[src/rtl/uart_in_feeder.sv]
// Purpose : console input responder; answers io_uart_in_valid reads from a push-filled character FIFO.
// Latency : read data is combinational in the request cycle; a pushed char is readable 1 cycle later.
// Backpr. : push_ready = !full (registered occupancy only); an empty FIFO answers a read with IDLE_CH.
//
// Ports:
//   clock, reset          sole clock; asynchronous active-low reset
//   push_valid/_ch/_ready valid/ready character push port (bench side)
//   flush                 synchronous clear of FIFO contents (counters kept)
//   io_uart_in_valid/_ch  SoC read request and same-cycle response
//   level                 current occupancy, 0..DEPTH
//   rd_count, miss_count  saturating counts of served reads and idle answers
module uart_in_feeder #(
    parameter int          DEPTH   = 16,
    parameter logic [7:0]  IDLE_CH = 8'hff
) (
    input  logic                       clock,
    input  logic                       reset,
    input  logic                       push_valid,
    input  logic [7:0]                 push_ch,
    output logic                       push_ready,
    input  logic                       flush,
    input  logic                       io_uart_in_valid,
    output logic [7:0]                 io_uart_in_ch,
    output logic [$clog2(DEPTH):0]     level,
    output logic [31:0]                rd_count,
    output logic [31:0]                miss_count
);

    localparam int AW = $clog2(DEPTH);
    localparam int LW = AW + 1;
    localparam logic [LW-1:0] FULL_LEVEL = LW'(DEPTH);

    logic [7:0]    mem [DEPTH];
    logic [AW-1:0] wptr;
    logic [AW-1:0] rptr;

    logic empty;
    logic full;
    logic push_acc;
    logic pop;
    logic miss;

    // Status derives from the registered level only: a pop in the same cycle
    // never opens room for a push, and a push into an empty FIFO is never
    // bypassed to a same-cycle read.
    assign empty      = (level == '0);
    assign full       = (level == FULL_LEVEL);
    assign push_ready = !full;

    // A flush cycle drops any offered character, but the read still sees the
    // pre-flush contents and is answered and counted normally.
    assign push_acc = push_valid && !full && !flush;
    assign pop      = io_uart_in_valid && !empty;
    assign miss     = io_uart_in_valid && empty;

    // The head is only presented when a read is actually being served.
    assign io_uart_in_ch = pop ? mem[rptr] : IDLE_CH;

    // Storage carries no reset; stale entries are unreachable once the
    // pointers and level are cleared.
    always_ff @(posedge clock) begin
        if (push_acc) begin
            mem[wptr] <= push_ch;
        end
    end

    always_ff @(posedge clock or negedge reset) begin
        if (!reset) begin
            wptr  <= '0;
            rptr  <= '0;
            level <= '0;
        end else if (flush) begin
            wptr  <= '0;
            rptr  <= '0;
            level <= '0;
        end else begin
            if (push_acc) begin
                wptr <= wptr + 1'b1;
            end
            if (pop) begin
                rptr <= rptr + 1'b1;
            end
            case ({push_acc, pop})
                2'b10:   level <= level + 1'b1;
                2'b01:   level <= level - 1'b1;
                default: level <= level;
            endcase
        end
    end

    // Counters survive flush and stick at all-ones instead of wrapping.
    always_ff @(posedge clock or negedge reset) begin
        if (!reset) begin
            rd_count   <= '0;
            miss_count <= '0;
        end else begin
            if (pop && (rd_count != 32'hffff_ffff)) begin
                rd_count <= rd_count + 32'd1;
            end
            if (miss && (miss_count != 32'hffff_ffff)) begin
                miss_count <= miss_count + 32'd1;
            end
        end
    end

endmodule

[config.mk]
export PLATFORM = sky130hd
export DESIGN_NAME = uart_in_feeder
export DESIGN_NICKNAME = d
export VERILOG_FILES = /design/src/rtl/uart_in_feeder.sv
export SDC_FILE = /design/constraint.sdc
export NUM_CORES = 1
export LEC_CHECK = 0
export CAP_MARGIN = 0
export CORE_UTILIZATION = 52
export CTS_CLUSTER_DIAMETER = 150
export DETAILED_ROUTE_END_ITERATION = 12
export PLACE_DENSITY = 0.73
export RECOVER_POWER = 50
export SYNTH_ARGS = -nofsm -noshare
export SYNTH_HDL_FRONTEND = slang
export SYNTH_SLANG_ARGS = --single-unit
[constraint.sdc]
create_clock -name clock -period 3.4 [get_ports clock]
set_clock_uncertainty 0.15 [all_clocks]
set_input_delay 0.68 -clock clock [delete_from_list [all_inputs] [get_ports clock]]
set_output_delay 0.68 -clock clock [all_outputs]
set_load 0.1 [all_outputs]
**Yosys cells after proc, flatten, opt, wreduce, memory -nomap -nowiden**

Memory sizes are Yosys's and may differ from the RTL's.
Index checks and enable logic that the tools add are counted.

- Order comparisons: 0
- Reductions and logical operators: 13
- Bitwise operators: 0
- Add/subtract/negate cells: 6
- Multipliers: 0
- Shift-type cells: 0
- Div/mod/pow operators: 0
- Equality and inequality tests: 5
- Mux-type cells: 9

Operators by type and width:

| cell | count |
|---|---|
| 32-bit by 1-bit adder with 32-bit output, second input constant | 2 |
| 32-bit inequality test, second input constant | 2 |
| 4-bit 2-to-1 mux | 4 |
| 5-bit one-hot mux with 2 select lines | 1 |
| 4-bit by 1-bit adder with 4-bit output, second input constant | 2 |
| 8-bit 2-to-1 mux | 1 |
| 1-bit logical AND | 6 |
| 5-bit by 1-bit adder with 5-bit output, second input constant | 1 |
| 5-bit equality test, second input constant | 1 |
| 5-bit zero test | 1 |
| 5-bit 2-to-1 mux | 1 |
| 5-bit by 1-bit subtractor with 5-bit output, second input constant | 1 |
| 2-bit nonzero test | 2 |
| 1-bit zero test | 3 |
| 3-bit nonzero test | 1 |
| 2-bit by 1-bit equality test with 1-bit output, second input constant | 1 |
| 2-bit equality test, second input constant | 1 |
| 1-bit 2-to-1 mux | 2 |

- Output and inout port bits: 78
- Bits in read-only memories: 0
- Register bits: 77
- Input bits: 13
- Bits in writable memories: 128
- Latch bits: 0
- Memories: 1
- Word-level logic and storage cells: 39

Memory list:

| memory | depth | bits a word | read ports | clocked after memory_dff | write ports | RTL line | source |
|---|---|---|---|---|---|---|---|
| mem | 16 | 8 | 1 | 0 | 1 | 33 | `logic [7:0] mem [DEPTH];` |

**Depth between registers and ports, before layout**

- Word-level depth: 7
- Gate-level depth with buffers: 11
- Depth with buffers taken out: 9

**Worst setup path before layout**

No wires, ideal clock.

- Path kind: reg-to-output
- From: register level[2]
- To: output port io_uart_in_ch[0]
- Slack: -0.153 ns
- Arrival: 2.723 ns
- Data required time: 2.570 ns
- Cell stages (with the launch flop): 6
- Path buffers: 2
- Cell sequence: dfrtp_1 buf_2 nor4_4 a21boi_1 clkbuf_1 nand2b_1

- Cells in the longest elaborated chain, start to end: 4

RTL lines:

| what | RTL line | source |
|---|---|---|
| start, declared | 24 | `output logic [$clog2(DEPTH):0] level,` |
| start signal, assigned | 84 | `2'b10: level <= level + 1'b1;` |
| start signal, assigned | 85 | `2'b01: level <= level - 1'b1;` |
| start signal, assigned | 86 | `default: level <= level;` |
| 5-bit zero test | 46 | `assign empty = (level == '0);` |
| 1-bit zero test | 53 | `assign pop = io_uart_in_valid && !empty;` |
| 1-bit logical AND | 53 |  |
| 8-bit 2-to-1 mux | 57 | `assign io_uart_in_ch = pop ? mem[rptr] : IDLE_CH;` |
| end, declared | 23 | `output logic [7:0] io_uart_in_ch,` |

No other way between the ends.

**Worst setup path after layout**

- From: register rptr[0]
- To: output port io_uart_in_ch[2]

- Cells in the longest elaborated chain, start to end: 2

RTL lines:

| what | RTL line | source |
|---|---|---|
| start, declared | 35 | `logic [AW-1:0] rptr;` |
| start signal, assigned | 81 | `rptr <= rptr + 1'b1;` |
| memory 16 x 8 bit | -- |  |
| 8-bit 2-to-1 mux | 57 |  |

No other way between the ends.

==> out/results.txt <==
Peak supply drop -> 0.838 mV
Crit-path max cell delay -> 530 ps
Count of flip-flops with a built-in enable after synthesis -> 128
Cell row count -> 47
H-Tree Depth -> 1
First-pass GRT wire length -> 29.6 mm
Die area -> 17500 µm²
Final wirelength -> 18.1 mm
Worst setup path category -> register to output port
Largest net degree at the start of global routing -> 78
Startpoint Class -> register
Cell area after placement -> 10000 µm²
Final setup violation count -> 0
Worst hold-check path type -> register to register
Mean post-synth cell area -> 15.4 µm²
RePlAce Congestion -> 0.791
Post-synthesis cell type count -> 46
Synth Warn # -> 0
Tightest Pin Transition -> 1920 ps
Synthesized instance count -> 575
Fill cells -> 1193
Area contributors post-synth -> edfxtp_1, dfrtp_1, mux4_2
Starting DRC count in detailed routing -> 321
Crit path DAT -> 2520 ps
Failing checks -> capacitance limit, slew limit
Via count -> 5320
Most used cell, CP -> mux4_2
Worst-path maximum fanout -> 12
Syn Nets -> 597
Vias/cell -> 5.71
Critical Path End Type -> output port
Non-Filler Instances -> 931
Total Routing Usage GR -> 21.5%
Status -> finished with violations
Die Y-Extent -> 132 µm
Sequential share of the synthesized area -> 65.3%
TritonCTS clock tree -> yes
Hold Slack -> 351 ps
Area leader, netlist -> edfxtp_1
CP cell instances -> buf_8, mux4_2, mux4_2, nand2b_1, buf_12
GRT Residual Overflow -> 0
Storage cell area -> 5770 µm²
Starting Density -> 53.3%
# port buffers -> 90
Post-CTS Hold Buffers -> 0
Share of cells above drive strength 1 -> 28.1%
Vias in the first global route -> 5615
Drt pass-1 iters -> 5
Avg WL per Cell -> 19.5 µm
Core area -> 16600 µm²
Leak -> 0.00415 µW
IO Pins -> 91
Nets -> 717
Clock sink count -> 205
Register bit total from synthesis -> 205
Fin area -> 10800 µm²
CTS Root Cell -> clkbuf_16
RSZ-0062 raised after global routing -> true
Antenna-violating nets left -> 0
Prevailing post-synth register cell -> edfxtp_1
Clk buf depth -> 3
Pwr dens -> 751 nW/µm²
Number of remaining DRC errors -> 0
CP required -> 2570 ps
DP HPWL -> 12.3 mm
Area of the multi-input gates -> 2990 µm²
# diodes -> 0
Synth Cell Area -> 8840 µm²
Slew Limit Headroom -> -27.8%
Fraction of registers with async set or reset after synthesis -> 37.6%
Die Wd -> 132 µm
Period Utilization, post-route -> 98.5%
Final number of hold-violating endpoints -> 0
Post-synth top area share -> 43.5%
Final Critical Period -> 3350 ps
Slowest-stage cell, CP -> mux4_2
Pwr Total -> 8130 µW
Max Slew Vio Count -> 78
Final core occ -> 65.3%
FMAX -> 299 MHz
Commonest non-fill, non-tap cell in the layout -> edfxtp_1
Dpl cells -> 890
Initial antenna violation count -> 0
Commonest cells after routing, fill and taps aside -> edfxtp_1, buf_4, dfrtp_1
Area Growth Syn to Fin -> 22.4%
Inserted Clock Buffers -> 22
Clock Latency Late Sink -> 500 ps
Clock transition at path regs -> 60 ps
Max cap viols -> 1
sequential cells by signal (all words and copies together), names as in the netlist:
| name | count |
|---|---|
| level | 5 |
| mem | 128 |
| miss_count | 32 |
| rd_count | 32 |
| rptr | 4 |
| wptr | 4 |
metal layers:
metal	wire [µm]	global-route usage (%)	part of all wire, %
met1	7510	28.1	41
met2	9350	37.1	52
met3	964	4.15	5.3
met4	317	5.62	1.7
met5	0	0	0
synth_stat cells (3+ instances only):
library cell  instances
mux2_2                3
nand2b_1              9
and2_1                4
nand3_1              32
edfxtp_1            128
and3_1               14
dfrtp_1              77
inv_1                 8
nor4_4                3
xnor2_1              52
mux2i_1               3
buf_2                 7
and4_1               10
nand4_1              25
nand2_1              32
xor2_1               18
a21oi_1               7
nor3_1                9
clkbuf_1             15
ha_1                  9
nor2_1               39
mux4_2               40
a211oi_1              3
per-stage QoR:
stage                     TNS (ps)  setup WS, ps
final                            0          51.0
after global routing         -90.6         -30.1
after CTS                     -201         -44.4
after detailed placement         0           163
after global placement           0           297
after floorplan              -1230          -153
worst max-delay path, delay by kind of cell, from the launching register on:
family | cells | cell delay, ps
simple gates | 1 | 200
buf+inv | 2 | 390
mux | 2 | 990
flops | 1 | 430
where the power goes:
part           internal (µW)  total [µW]  leakage (µW)  switching, µW
Combinational           1050        2890       0.00161           1840
Clock                   1380        2280      0.000348            901
Sequential              2790        2950       0.00219            170
cells by family (layout without fill, tap and decap cells):
kind of cell	Yosys count	after routing	synth area share, %
mux	46	46	10.9
fa+ha+maj	9	9	1.27
xor+xnor	70	70	6.93
simple gates	187	187	11.7
flops	205	205	65.3
compound gates	27	27	2.49
buf+inv	31	167	1.41
worst paths after layout:
| kind | cells after the start | endpoint | slack (ps) | start |
|---|---|---|---|---|
| max in group asynchronous | 1 | rptr[0] | 1290 | reset |
| max reg2reg | 9 | level[4] | 240 | level[1] |
| min | 1 | miss_count[13] | 350 | miss_count[13] |
| min in group asynchronous | 1 | miss_count[13] | 560 | reset |
| max | 5 | io_uart_in_ch[2] | 50 | rptr[0] |
| min reg2reg | 1 | miss_count[13] | 350 | miss_count[13] |
final cells by class:
cell class              count  share of cell area [%]
clock inverters             6                   0.509
inverters                   8                   0.277
flip-flops and latches    205                    53.3
multi-input cells         339                    27.6
clock buffers              34                    5.98
well taps                 220                    2.54
repair buffers            119                    9.71
repair_timing:
item	CTS	global route
cloned	1	0
endpoints found under the setup margin	7	8
resized for setup	2	7
buffers inserted	1	0
Power figures use the tool's default switching activity.
